--- config.mk ---
export PLATFORM = sky130hd
export DESIGN_NAME = aes_byte_stream
export DESIGN_NICKNAME = d
export VERILOG_FILES = /design/src/rtl/aes_byte_stream_pkg.sv /design/src/rtl/aes_byte_stream.sv
export SDC_FILE = /design/constraint.sdc
export NUM_CORES = 1
export LEC_CHECK = 0
export CAP_MARGIN = 0
export CORE_MARGIN = 4
export CORE_UTILIZATION = 63
export DETAILED_ROUTE_END_ITERATION = 8
export DONT_BUFFER_PORTS = 1
export PLACE_DENSITY = 0.79
export SKIP_CTS_REPAIR_TIMING = 1
export SYNTH_ARGS = -nofsm -noshare
export SYNTH_HDL_FRONTEND = slang
export SYNTH_SLANG_ARGS = --single-unit
--- constraint.sdc ---
create_clock -name i_Clk -period 2.2 [get_ports i_Clk]
set_input_delay 0.44 -clock i_Clk [delete_from_list [all_inputs] [get_ports i_Clk]]
set_output_delay 0.44 -clock i_Clk [all_outputs]
set_load 0.02 [all_outputs]
--- src/rtl/aes_byte_stream_pkg.sv ---
// Shared definitions for the AES byte-stream front end: FSM encoding,
// block geometry and the byte-lane helper used on both the load and send sides.
package aes_byte_stream_pkg;

    typedef enum logic [1:0] {
        ST_LOAD  = 2'd0,
        ST_START = 2'd1,
        ST_WAIT  = 2'd2,
        ST_SEND  = 2'd3
    } state_e;

    localparam int BYTE_W              = 8;
    localparam int BYTES_PER_BLOCK     = 16;
    localparam int TIMEOUT_MAX_DEFAULT = 1023;

    // Byte k of a block lives at [127-8k -: 8], so byte 0 is the MSB lane.
    function automatic logic [6:0] byte_msb(input logic [3:0] k);
        return 7'd127 - {k, 3'b000};
    endfunction

endpackage

--- src/rtl/aes_byte_stream.sv ---
// Collects 16 inbound bytes into a block, hands it to an external AES core,
// waits (with timeout) for the result and streams the 16 result bytes out.
module aes_byte_stream
    import aes_byte_stream_pkg::*;
#(
    parameter int TIMEOUT_MAX = TIMEOUT_MAX_DEFAULT
) (
    input  logic         i_Clk,
    input  logic         i_Rst,
    input  logic         i_fDec,
    input  logic [7:0]   i_RxData,
    input  logic         i_RxValid,
    output logic         o_RxReady,
    output logic [7:0]   o_TxData,
    output logic         o_TxValid,
    input  logic         i_TxReady,
    output logic         o_AesStart,
    output logic         o_AesDec,
    output logic [127:0] o_AesText,
    input  logic [127:0] i_AesData,
    input  logic         i_AesDone,
    output logic         o_fBusy,
    output logic         o_fErr
);

    localparam int                WAIT_W     = $clog2(TIMEOUT_MAX + 1);
    localparam logic [3:0]        LAST_BYTE  = 4'(BYTES_PER_BLOCK - 1);
    localparam logic [WAIT_W-1:0] WAIT_LIMIT = WAIT_W'(TIMEOUT_MAX);

    state_e              state_q, state_d;
    logic [3:0]          cnt_q, cnt_d;
    logic [WAIT_W-1:0]   wait_q, wait_d;
    logic [127:0]        text_q, text_d;
    logic [127:0]        result_q, result_d;
    logic                dec_q, dec_d;

    logic rx_hs_s;
    logic tx_hs_s;
    logic timeout_s;

    assign rx_hs_s   = i_RxValid && (state_q == ST_LOAD);
    assign tx_hs_s   = i_TxReady && (state_q == ST_SEND);
    // Done wins over the timeout in the same cycle.
    assign timeout_s = (state_q == ST_WAIT) && !i_AesDone && (wait_q == WAIT_LIMIT);

    always_ff @(posedge i_Clk) begin
        if (!i_Rst) begin
            state_q <= ST_LOAD;
        end else begin
            state_q <= state_d;
        end
    end

    always_comb begin
        state_d = state_q;
        case (state_q)
            ST_LOAD: begin
                if (rx_hs_s && (cnt_q == LAST_BYTE)) state_d = ST_START;
                else                                 state_d = ST_LOAD;
            end
            ST_START: state_d = ST_WAIT;
            ST_WAIT: begin
                if (i_AesDone)      state_d = ST_SEND;
                else if (timeout_s) state_d = ST_LOAD;
                else                state_d = ST_WAIT;
            end
            ST_SEND: begin
                if (tx_hs_s && (cnt_q == LAST_BYTE)) state_d = ST_LOAD;
                else                                 state_d = ST_SEND;
            end
            default: state_d = ST_LOAD;
        endcase
    end

    // Control outputs are forced low for as long as reset is held.
    always_comb begin
        o_RxReady  = 1'b0;
        o_TxValid  = 1'b0;
        o_AesStart = 1'b0;
        o_fBusy    = 1'b0;
        o_fErr     = 1'b0;
        if (i_Rst) begin
            case (state_q)
                ST_LOAD:  o_RxReady = 1'b1;
                ST_START: begin
                    o_AesStart = 1'b1;
                    o_fBusy    = 1'b1;
                end
                ST_WAIT: begin
                    o_fBusy = 1'b1;
                    o_fErr  = timeout_s;
                end
                ST_SEND: begin
                    o_TxValid = 1'b1;
                    o_fBusy   = 1'b1;
                end
                default: o_fBusy = 1'b1;
            endcase
        end else begin
            o_fBusy = 1'b0;
        end
    end

    always_comb begin
        cnt_d    = cnt_q;
        wait_d   = wait_q;
        text_d   = text_q;
        result_d = result_q;
        dec_d    = dec_q;

        if (rx_hs_s || tx_hs_s) cnt_d = cnt_q + 4'd1;
        else if (timeout_s)     cnt_d = 4'd0;
        else                    cnt_d = cnt_q;

        if (state_q == ST_WAIT) wait_d = wait_q + WAIT_W'(1);
        else                    wait_d = '0;

        if (rx_hs_s) text_d[byte_msb(cnt_q) -: 8] = i_RxData;
        else         text_d = text_q;

        if (rx_hs_s && (cnt_q == 4'd0)) dec_d = i_fDec;
        else                            dec_d = dec_q;

        if ((state_q == ST_WAIT) && i_AesDone) result_d = i_AesData;
        else                                   result_d = result_q;
    end

    always_ff @(posedge i_Clk) begin
        if (!i_Rst) begin
            cnt_q    <= 4'd0;
            wait_q   <= '0;
            text_q   <= 128'd0;
            result_q <= 128'd0;
            dec_q    <= 1'b0;
        end else begin
            cnt_q    <= cnt_d;
            wait_q   <= wait_d;
            text_q   <= text_d;
            result_q <= result_d;
            dec_q    <= dec_d;
        end
    end

    assign o_AesText = text_q;
    assign o_AesDec  = dec_q;
    assign o_TxData  = result_q[byte_msb(cnt_q) -: 8];

endmodule

==> results of run 1 <==
==> worst max path at each step <==
stage | start | endpoint | depth (start not counted) | slack, ns
floorplan | i_Rst | o_fErr | 4 | 0.04
detailed placement | cnt_q[0] | o_TxData[6] | 4 | 0.15
CTS | cnt_q[0] | o_TxData[6] | 4 | -0.42
finish | cnt_q[0] | o_TxData[6] | 4 | -0.25
global route | cnt_q[0] | o_TxData[0] | 4 | -0.32
global placement | cnt_q[0] | o_TxData[0] | 4 | 0.23
==> metrics by stage <==
step / worst slack [ns] / util (%)
6_report: -0.246 / 71.1
5_1_grt: -0.324 / 71.1
4_1_cts: -0.417 / 70.0
3_5_place_dp: 0.154 / 64.6
3_3_place_gp: 0.233 / 64.6
2_1_floorplan: 0.0419 / -
==> layout make-up <==
class	instances	area, um^2
diodes	1	2.50
clock buffers	41	838
clock inverters	8	98.8
fillers	1333	5010
inverters	5	23.8
multi-input cells	905	5230
flip-flops and latches	273	5480
well taps	225	282
repair buffers	35	393
==> Yosys cell counts, types with 2 or more instances <==
library cell	number
sky130_fd_sc_hd__a21oi_1	163
sky130_fd_sc_hd__nand3_2	3
sky130_fd_sc_hd__buf_6	17
sky130_fd_sc_hd__nand2_1	352
sky130_fd_sc_hd__inv_1	4
sky130_fd_sc_hd__nand3b_2	2
sky130_fd_sc_hd__nor2b_1	3
sky130_fd_sc_hd__ha_1	7
sky130_fd_sc_hd__xor2_1	3
sky130_fd_sc_hd__and3b_1	5
sky130_fd_sc_hd__and2_1	26
sky130_fd_sc_hd__nor2_1	62
sky130_fd_sc_hd__or3_1	2
sky130_fd_sc_hd__and3_1	6
sky130_fd_sc_hd__dfxtp_1	273
sky130_fd_sc_hd__buf_2	30
sky130_fd_sc_hd__nand3_1	95
sky130_fd_sc_hd__nor3_1	5
sky130_fd_sc_hd__a22oi_1	16
sky130_fd_sc_hd__and2b_1	2
sky130_fd_sc_hd__mux2i_1	48
sky130_fd_sc_hd__buf_1	7
sky130_fd_sc_hd__o21ai_0	51
sky130_fd_sc_hd__xnor2_1	4
sky130_fd_sc_hd__o22ai_1	2
sky130_fd_sc_hd__mux4_2	32
sky130_fd_sc_hd__buf_4	12
sky130_fd_sc_hd__nand3_4	3
sky130_fd_sc_hd__clkbuf_1	30
sky130_fd_sc_hd__nand4_1	4
==> logic make-up (layout without fill, tap and decap cells) <==
family,count (synthesis),in the layout
AO/OA/AOI/OAI,236,236
adder cells (fa/ha/maj),7,7
buffers and inverters,101,89
flip-flops,273,273
other,0,1
AND/OR/NAND/NOR,575,575
XOR/XNOR,7,7
multiplexers,80,80
==> metal layers <==
layer	global-route usage [%]	wire length (um)	vias to the layer above
li1	-	-	4277
met1	34.5	11100	4203
met2	49.7	15300	468
met3	7.11	3100	89
met4	14.5	1520	0
met5	0	0	-
==> worst max-delay path: stages, from the launching register on <==
cell and delay [ns]:
sky130_fd_sc_hd__dfxtp_4 0.42, sky130_fd_sc_hd__clkbuf_16 0.19, sky130_fd_sc_hd__mux4_2 0.51, sky130_fd_sc_hd__a22oi_2 0.21, sky130_fd_sc_hd__nand2_2 0.15
==> registers in the layout (all words and copies together) (netlist names) <==
signal,count
wait_q,10
cnt_q,4
result_q,128
o_AesText,128
o_AesDec,1
state_q,2
==> power groups by stage <==
stage / Combinational [mW] / Clock, mW / Sequential, mW
floorplan: 0.294 / 0 / 5.10
global placement: 0.321 / 0 / 5.11
detailed placement: 0.326 / 0 / 5.11
CTS: 0.327 / 4.79 / 5.00
global route: 0.380 / 5.01 / 5.00
finish: 0.349 / 4.74 / 5.00
==> out/summary.md, run 1 <==
Floorplan
- std cell rows: 48
- Die W: 141 um
- Die Outline Area: 20,000 um^2
- initial core utilization: 64.4%
- core outline area: 17,400 um^2
- die boundary height: 141 um
- number of ports placed on the die boundary: 284

Logic synthesis
- simple-gate share of the synthesized area: 22.8%
- number of standard cells after synthesis: 1,279
- fraction of the yosys area taken by sequential cells: 48.9%
- cell type with the highest aggregate area in the netlist: sky130_fd_sc_hd__dfxtp_1
- ranking of synthesized cells by area: sky130_fd_sc_hd__dfxtp_1 49%, sky130_fd_sc_hd__nand2_1 12%, sky130_fd_sc_hd__a21oi_1 7.3%
- count of synthesis-stage warnings from yosys: 0
- share of the synthesized netlist area taken by xor and xnor gates: 0.548%
- post-synth cell types: 40
- post-synthesis compound-gate area fraction: 11.0%
- Post-synth ARST share: 0%
- post-synthesis sequential element count: 273
- main flop type after synthesis: sky130_fd_sc_hd__dfxtp_1
- Net Count, Synth: 1,428
- Mapped Avg Cell Area: 8.75 um^2
- share of the synthesized area in the top cell type: 48.9%
- number of flops mapped to enable cells by yosys: 0
- Mapped Area: 11,200 um^2
- mux cell area share after synthesis: 10.7%
- synthesized-area fraction occupied by adder cells: 0.783%
- combinational family with the most area after synthesis: simple AND/OR/NAND/NOR gates

Timing
- actual slew at the worst max-slew pin: 0.573 ns
- clk_skew: 0.0122 ns
- worst relative slew slack: 61.7%
- RSZ-0062 raised after global routing: true
- post-route setup slack: -0.246 ns
- final-report hold violation count: 0
- maximum clock frequency: 409 MHz
- final worst path period share: 111%
- Final setup violation count: 8
- worst hold margin: 0.0458 ns
- Max Transition Viols Final: 0
- Period minus WS final: 2.45 ns
- Setup TNS: -1.81 ns

Cells and area
- number of nets in the final layout: 1,396
- most common library cell in the layout ignoring fill and taps: sky130_fd_sc_hd__nand2_1
- count of placed standard cells in the final layout, fillers left out: 1,493
- synthesis-to-finish area growth: 10.4%
- most frequent cells in the layout: 343 x sky130_fd_sc_hd__nand2_1, 269 x sky130_fd_sc_hd__dfxtp_1, 163 x sky130_fd_sc_hd__a21oi_1
- fraction of layout cells with a size suffix above 1: 12.2%
- Finished Cell Area: 12,300 um^2

Hold path
- hold path cells: 2
- worst min-delay path startpoint: i_AesData[110]
- kind of path behind the tightest hold check: primary input to flip-flop
- Hold Path End: result_q[110]

Detailed routing
- drt first-iter violations: 767
- routed wire length: 31,000 um
- iteration count of the initial detailed-routing pass: 5
- average routed wire per standard cell: 20.7 um
- Antenna Nets Post-Route: 0
- average vias per placed instance: 6.05
- via count: 9,037
- total DRC errors in the routed layout: 0

Critical path
- critical path type: flip-flop to output pin
- R2R depth: 5
- largest driver fanout on the critical path: 8
- kind of launch point of the worst setup path: flip-flop
- required time at the worst-slack endpoint: 1.76 ns
- register-to-register setup slack: 0.15 ns
- Crit. End Element: output pin
- worst path arrival time: 2.01 ns
- Worst R2R End: o_AesText[9]
- FF-to-FF Start: cnt_q[2]

Global route
- overall global routing resource usage: 29.2%
- GR Overflow Total: 0
- global-route wire length before repair: 46,000 um
- number of global-route vias before repair: 8,394
- maximum number of pins on one net before global-route repair: 112
- initial antenna violation count: 1

Power
- power share of the clock group: 47.0%
- ratio of total power to cell area: 817 nW/um^2
- Power Internal: 7.94 mW
- share of power burned in registers: 49.6%
- switching part of the total power: 21.3%
- Static Leak: 4.45 nW
- switching power summed over all nets: 2.14 mW
- Max rail drop VDD: 0.887 mV
- Final Total Pwr: 10.1 mW
- part of the total power dissipated in combinational logic: 3.5%

Placed design
- PortBufs: 0
- gp weighted congestion: 0.902
- Final HPWL DP: 21,800 um
- Cells after DPL: 1,435
- total placed instance area: 11,200 um^2

Clock tree
- clock sink count: 273
- CTS tree: done
- post-CTS clock slew at the launch and capture registers of the worst setup and hold paths: 0.06 ns
- clock buffers created by TritonCTS: 27
- clock latency reported for the late side of the worst-skew pair: 0.53 ns
- Clk Tree Root Cell: sky130_fd_sc_hd__clkbuf_16
- deepest level of the CTS H-tree: 1
- number of buffers on the longest clock path: 3

Status
- status: complete, but fails checks
- violations in the final reports: negative setup slack

Job
- maximum capacitance violations: 0

(Power assumes the default switching activity.)
==> run 2, diff against run 1 <==
Settings changed: ABC_AREA set to 1, CORE_MARGIN 4 to unset.
==> out/summary.md, run 2 <==
Global route
- overall global routing resource usage: 31.8%, +2.6 points
- initial antenna violation count: 0, -1
- maximum number of pins on one net before global-route repair: 189, +69%
- global-route wire length before repair: 46,800 um, +1.7%
- GR Overflow Total: 0, unchanged
- number of global-route vias before repair: 9,268, +10%

Timing
- worst relative slew slack: 50.3%, -11 points
- post-route setup slack: -0.170 ns, +0.0760 ns
- Final setup violation count: 8, unchanged
- Period minus WS final: 2.37 ns, -0.0760 ns
- clk_skew: 0.00853 ns, -0.00369 ns
- final worst path period share: 108%, -3.5 points
- worst hold margin: 0.0547 ns, +0.00890 ns
- maximum clock frequency: 422 MHz, +3.2%
- final-report hold violation count: 0, unchanged
- Setup TNS: -1.01 ns, +0.800 ns
- RSZ-0062 raised after global routing: true
- actual slew at the worst max-slew pin: 0.739 ns, +0.166 ns
- Max Transition Viols Final: 0, unchanged

Critical path
- capturing instance or port of the critical path: o_TxData[6]
- R2R depth: 10, +5
- launch point of the worst path: cnt_q[0]
- kind of launch point of the worst setup path: flip-flop
- required time at the worst-slack endpoint: 1.76 ns, about the same
- slowest library cell on the worst path: sky130_fd_sc_hd__dfxtp_4
- worst path arrival time: 1.93 ns, -0.08 ns
- series of cell instances along the critical path: buf_12, clkbuf_16, a21oi_1, o21ai_0, nand3_1, nand3_2, nand2_4
- register-to-register setup slack: 0.09 ns, -0.06 ns
- critical path's largest stage delay: 0.39 ns, -0.12 ns
- Worst R2R End: o_AesText[121]
- FF-to-FF Start: cnt_q[0]
- largest driver fanout on the critical path: 21, +13
- Crit. End Element: output pin
- critical path type: flip-flop to output pin

Clock tree
- Clk Tree Root Cell: sky130_fd_sc_hd__clkbuf_16
- number of buffers on the longest clock path: 3, unchanged
- post-CTS clock slew at the launch and capture registers of the worst setup and hold paths: 0.06 ns, about the same
- clock sink count: 273, unchanged
- clock buffers created by TritonCTS: 27, unchanged
- deepest level of the CTS H-tree: 1, unchanged
- CTS tree: done
- clock latency reported for the late side of the worst-skew pair: 0.53 ns, about the same

Floorplan
- initial core utilization: 64.9%, +0.47 points
- Die W: 136 um, -3.7%
- number of ports placed on the die boundary: 284, unchanged
- std cell rows: 48, unchanged
- die boundary height: 136 um, -3.7%
- core outline area: 17,400 um^2, +0.35%
- Die Outline Area: 18,500 um^2, -7.3%

Cells and area
- number of nets in the final layout: 1,683, +21%
- most frequent cells in the layout: 274 x sky130_fd_sc_hd__nor2_1, 268 x sky130_fd_sc_hd__dfxtp_1, 190 x sky130_fd_sc_hd__nand2_1
- utilization of the core after routing: 74.3%, +3.2 points
- fraction of layout cells with a size suffix above 1: 12.2%, +0.072 points
- number of inserted filler cells in the final layout: 1,392, +4.4%
- Finished Cell Area: 12,900 um^2, +4.8%
- count of placed standard cells in the final layout, fillers left out: 1,779, +19%
- synthesis-to-finish area growth: 14.5%
- most common library cell in the layout ignoring fill and taps: sky130_fd_sc_hd__nor2_1
- number of antenna diodes: 0, -1

Power
- Power Internal: 8.27 mW, +4.1%
- switching power summed over all nets: 2.47 mW, +15%
- Max rail drop VDD: 0.735 mV, -17%
- Final Total Pwr: 10.7 mW, +6.5%
- share of power burned in registers: 47.2%, -2.4 points
- switching part of the total power: 23.0%, +1.8 points
- power share of the clock group: 45.8%, -1.2 points
- part of the total power dissipated in combinational logic: 7.0%, +3.5 points
- Static Leak: 5.06 nW, +14%
- ratio of total power to cell area: 830 nW/um^2, +1.5%

Logic synthesis
- share of the synthesized area in the top cell type: 48.3%, -0.52 points
- number of flops mapped to enable cells by yosys: 0, unchanged
- most numerous cell types in the synthesized netlist: 284 x sky130_fd_sc_hd__nor2_1, 273 x sky130_fd_sc_hd__dfxtp_1, 212 x sky130_fd_sc_hd__nand2_1
- Net Count, Synth: 1,711, +20%
- count of synthesis-stage warnings from yosys: 0, unchanged
- most numerous cell in the Yosys netlist: sky130_fd_sc_hd__nor2_1
- fraction of the yosys area taken by sequential cells: 48.3%, -0.52 points
- post-synthesis sequential element count: 273, unchanged
- cell type with the highest aggregate area in the netlist: sky130_fd_sc_hd__dfxtp_1
- Mapped Avg Cell Area: 7.24 um^2, -17%
- ranking of synthesized cells by area: sky130_fd_sc_hd__dfxtp_1 48%, sky130_fd_sc_hd__nor2_1 9.4%, sky130_fd_sc_hd__a21oi_1 7.1%
- post-synth cell types: 28, -30%
- number of standard cells after synthesis: 1,562, +22%
- main flop type after synthesis: sky130_fd_sc_hd__dfxtp_1
- Mapped Area: 11,300 um^2, +1.1%
- Post-synth ARST share: 0%, unchanged

Detailed routing
- average routed wire per standard cell: 18.0 um, -13%
- Antenna Nets Post-Route: 0, unchanged
- drt first-iter violations: 814, +6.1%
- total DRC errors in the routed layout: 0, unchanged
- via count: 10,500, +16%
- iteration count of the initial detailed-routing pass: 5, unchanged
- routed wire length: 32,100 um, +3.7%
- average vias per placed instance: 5.88, -2.8%

Hold path
- kind of path behind the tightest hold check: primary input to flip-flop

Placed design
- total placed instance area: 11,500 um^2, +2.5%
- Final HPWL DP: 21,200 um, -2.8%
- gp weighted congestion: 0.883, -2.1%
- post-place setup slack: 0.164 ns, +0.0104 ns
- Cells after DPL: 1,718, +20%
- PortBufs: 0, unchanged

Status
- violations in the final reports: negative setup slack
- status: complete, but fails checks

Job
- maximum capacitance violations: 0, unchanged

==> run 2: changes by cell type after synthesis, sizes merged, moves of 16 or more <==
cell	before	now
o21ai	53	213
nand2	352	219
mux4	32	0
nor2	62	288
mux2i	48	0
buf	66	25
a22oi	16	0
inv	5	127
clkbuf	30	71
o211ai	1	39
and2	26	0
==> run 2: how the worst min path moves through the flow <==
stage	start	cells after the start	endpoint	slack, ns
final	i_Rst	2	result_q[84]	0.05
after detailed placement	result_q[66]	2	result_q[66]	0.44
after global routing	i_Rst	2	result_q[68]	0.05
after CTS	i_Rst	2	result_q[82]	0.05
after global placement	result_q[114]	2	result_q[114]	0.44
after floorplan	result_q[100]	2	result_q[100]	0.43
==> run 2: cells by family after synthesis <==
family / count (synthesis) / share of synthesized area (%)
buffers and inverters: 224 / 7.60
flip-flops: 273 / 48.3
AO/OA/AOI/OAI: 414 / 19.2
XOR/XNOR: 3 / 0.232
AND/OR/NAND/NOR: 641 / 23.9
adder cells (fa/ha/maj): 7 / 0.775
==> run 2: cell type report <==
| class | instances | area, um^2 | share of cell area, % |
|---|---|---|---|
| sequential | 273 | 5480 | 42.3 |
| clock buffer | 40 | 815 | 6.29 |
| inverter | 128 | 487 | 3.76 |
| timing repair buffer | 39 | 492 | 3.80 |
| tap | 225 | 282 | 2.18 |
| multi-input combinational | 1065 | 5240 | 40.5 |
| clock inverter | 9 | 150 | 1.16 |
==> run 2: routing by layer <==
metal / GRT usage [%] / wire (um)
met3: 7.27 / 2950
met4: 13.5 / 1240
met5: 0 / 0
met2: 54.5 / 15600
met1: 38.2 / 12300
==> run 2: power groups by stage <==
stage / Combinational (mW) / Clock (mW) / Sequential, mW
2_1_floorplan: 0.496 / 0 / 5.16
3_3_place_gp: 0.599 / 0 / 5.17
3_5_place_dp: 0.606 / 0 / 5.17
4_1_cts: 0.614 / 4.96 / 5.06
5_1_grt: 0.815 / 5.14 / 5.07
6_report: 0.756 / 4.92 / 5.06
==> run 2: worst max-delay path, delay by kind of cell, from the launching register on <==
family / cells / cell delay (ns)
compound gates: 2 / 0.27
buf+inv: 2 / 0.32
flops: 1 / 0.39
simple gates: 3 / 0.41
==> run 3, diff against run 2 <==
Settings changed: CAP_MARGIN 0 to 25, MAX_ROUTING_LAYER set to met4.
==> out/summary.md, run 3 (same netlist as run 2, synthesis figures left out) <==
Critical path
- largest driver fanout on the critical path: 5, -76%
- Worst R2R End: o_AesText[121]
- R2R depth: 10, unchanged
- required time at the worst-slack endpoint: 1.76 ns, about the same
- critical path's largest stage delay: 0.41 ns, +0.02 ns
- slowest library cell on the worst path: sky130_fd_sc_hd__dfxtp_4
- cell family with the largest share of critical-path delay: buffers and inverters
- number of buffers and inverters on the critical path: 3, +1
- worst path arrival time: 1.87 ns, -0.06 ns
- kind of launch point of the worst setup path: flip-flop
- critical path type: flip-flop to output pin
- series of cell instances along the critical path: clkinvlp_4, clkbuf_16, nor2_2, o21ai_1, nand2_1, nand2_1, inv_2, nand2_4
- register-to-register setup slack: 0.13 ns, +0.04 ns
- CP dominant cell by count: sky130_fd_sc_hd__nand2_1
- FF-to-FF Start: cnt_q[0]
- Crit. End Element: output pin

Power
- Max rail drop VDD: 0.731 mV, -0.58%
- part of the total power dissipated in combinational logic: 7.1%, about the same
- switching power summed over all nets: 2.46 mW, -0.51%
- Static Leak: 5.08 nW, +0.39%
- power share of the clock group: 45.7%, about the same
- share of power burned in registers: 47.2%, about the same
- Power Internal: 8.27 mW, about the same
- Final Total Pwr: 10.7 mW, about the same
- ratio of total power to cell area: 828 nW/um^2, -0.22%
- switching part of the total power: 22.9%, -0.11 points

Global route
- global-route wire length before repair: 46,900 um, +0.15%
- overall global routing resource usage: 32.8%, +1.0 points
- GR Overflow Total: 0, unchanged
- maximum number of pins on one net before global-route repair: 189, unchanged
- number of global-route vias before repair: 9,249, -0.21%
- initial antenna violation count: 0, unchanged

Detailed routing
- WL met2: 15,500 um, -0.83%
- iteration count of the initial detailed-routing pass: 6, +1
- top layer in use: met4
- average routed wire per standard cell: 18.0 um, -0.48%
- average vias per placed instance: 5.92, +0.60%
- routed wire length: 32,000 um, -0.31%
- drt first-iter violations: 846, +3.9%
- via count: 10,500, +0.77%
- Met1 Wirelength: 12,300 um, unchanged
- met3 WL: 2950 um, about the same
- Antenna Nets Post-Route: 0, unchanged
- total DRC errors in the routed layout: 0, unchanged

Timing
- worst relative slew slack: 54.3%, +4.0 points
- final-report hold violation count: 0, unchanged
- final worst path period share: 105%, -2.8 points
- RSZ-0062 raised after global routing: true
- Setup TNS: -0.698 ns, +0.312 ns
- actual slew at the worst max-slew pin: 0.680 ns, -0.0599 ns
- maximum clock frequency: 433 MHz, +2.6%
- clk_skew: 0.0119 ns, +0.00337 ns
- Final setup violation count: 8, unchanged
- worst hold margin: 0.0610 ns, +0.00635 ns
- Max Transition Viols Final: 0, unchanged
- post-route setup slack: -0.109 ns, +0.0611 ns
- Period minus WS final: 2.31 ns, -0.0611 ns

Cells and area
- number of antenna diodes: 0, unchanged
- count of placed standard cells in the final layout, fillers left out: 1,782, +0.17%
- most frequent cells in the layout: 274 x sky130_fd_sc_hd__nor2_1, 268 x sky130_fd_sc_hd__dfxtp_1, 192 x sky130_fd_sc_hd__nand2_1
- fraction of layout cells with a size suffix above 1: 12.5%, +0.23 points
- most common library cell in the layout ignoring fill and taps: sky130_fd_sc_hd__nor2_1
- synthesis-to-finish area growth: 14.6%
- number of nets in the final layout: 1,686, +0.18%

Clock tree
- clock latency reported for the late side of the worst-skew pair: 0.53 ns, about the same
- post-CTS clock slew at the launch and capture registers of the worst setup and hold paths: 0.06 ns, about the same
- number of buffers on the longest clock path: 3, unchanged
- Clk Tree Root Cell: sky130_fd_sc_hd__clkbuf_16
- clock buffers created by TritonCTS: 27, unchanged
- CTS tree: done
- deepest level of the CTS H-tree: 1, unchanged
- clock sink count: 273, unchanged

Placed design
- gp weighted congestion: 0.897, +1.7%
- Final HPWL DP: 21,200 um, unchanged
- PortBufs: 0, unchanged
- Cells after DPL: 1,718, unchanged

Floorplan
- Die Outline Area: 18,500 um^2, unchanged
- std cell rows: 48, unchanged
- Die W: 136 um, unchanged
- initial core utilization: 64.9%, unchanged
- die boundary height: 136 um, unchanged
- number of ports placed on the die boundary: 284, unchanged
- core outline area: 17,400 um^2, unchanged

Hold path
- kind of path behind the tightest hold check: primary input to flip-flop
- Hold Path End: result_q[84]
- worst min-delay path startpoint: i_Rst
- hold path cells: 2, unchanged

Status
- violations in the final reports: negative setup slack
- status: complete, but fails checks

Job
- maximum capacitance violations: 0, unchanged

run 3: worst max-delay path by stage:
stage,start,end,slack [ns],cells past startpoint
2_1_floorplan,i_Rst,o_AesStart,0.34,4
3_3_place_gp,cnt_q[0],o_TxData[0],0.19,8
3_5_place_dp,cnt_q[0],o_TxData[3],0.16,8
4_1_cts,cnt_q[0],o_TxData[3],-0.42,8
5_1_grt,cnt_q[0],o_TxData[4],-0.17,9
6_report,cnt_q[0],o_TxData[2],-0.11,8
run 3: per-layer routing:
metal | vias to the layer above | track usage (%)
met4 | 0 | 13.3
met2 | 495 | 54.5
met1 | 4884 | 38.8
met3 | 92 | 6.60
li1 | 5076 | -
met5 | - | -
run 3: power groups by stage:
stage	clock [mW]	combinational [mW]	sequential, mW
after floorplan	0	0.496	5.16
after global placement	0	0.599	5.17
after detailed placement	0	0.606	5.17
after CTS	4.96	0.614	5.06
after global routing	5.14	0.825	5.07
final	4.90	0.766	5.06
run 3: per-stage QoR:
stage | area (um^2) | util, % | setup WS [ns]
floorplan | 11300 | - | 0.338
global placement | 11500 | 65.9 | 0.193
detailed placement | 11500 | 65.9 | 0.164
CTS | 12400 | 71.5 | -0.425
global route | 13000 | 74.4 | -0.174
finish | 13000 | 74.4 | -0.109
run 3: final cells by class:
type,instances,area [um^2]
flip-flops and latches,273,5480
multi-input cells,1065,5240
fillers,1397,4450
clock buffers,40,815
repair buffers,42,513
inverters,128,489
well taps,225,282
clock inverters,9,150
run 3: worst reg2reg max path, stage by stage, from the launching register on:
cell and delay [ns]:
sky130_fd_sc_hd__dfxtp_4 0.41, sky130_fd_sc_hd__clkinvlp_4 0.19, sky130_fd_sc_hd__clkbuf_16 0.21, sky130_fd_sc_hd__buf_4 0.14, sky130_fd_sc_hd__ha_1 0.22, sky130_fd_sc_hd__nand2_1 0.09
sky130_fd_sc_hd__nor2_1 0.04, sky130_fd_sc_hd__nand2_1 0.28, sky130_fd_sc_hd__inv_2 0.16, sky130_fd_sc_hd__nor2_1 0.15, sky130_fd_sc_hd__nor2_1 0.07
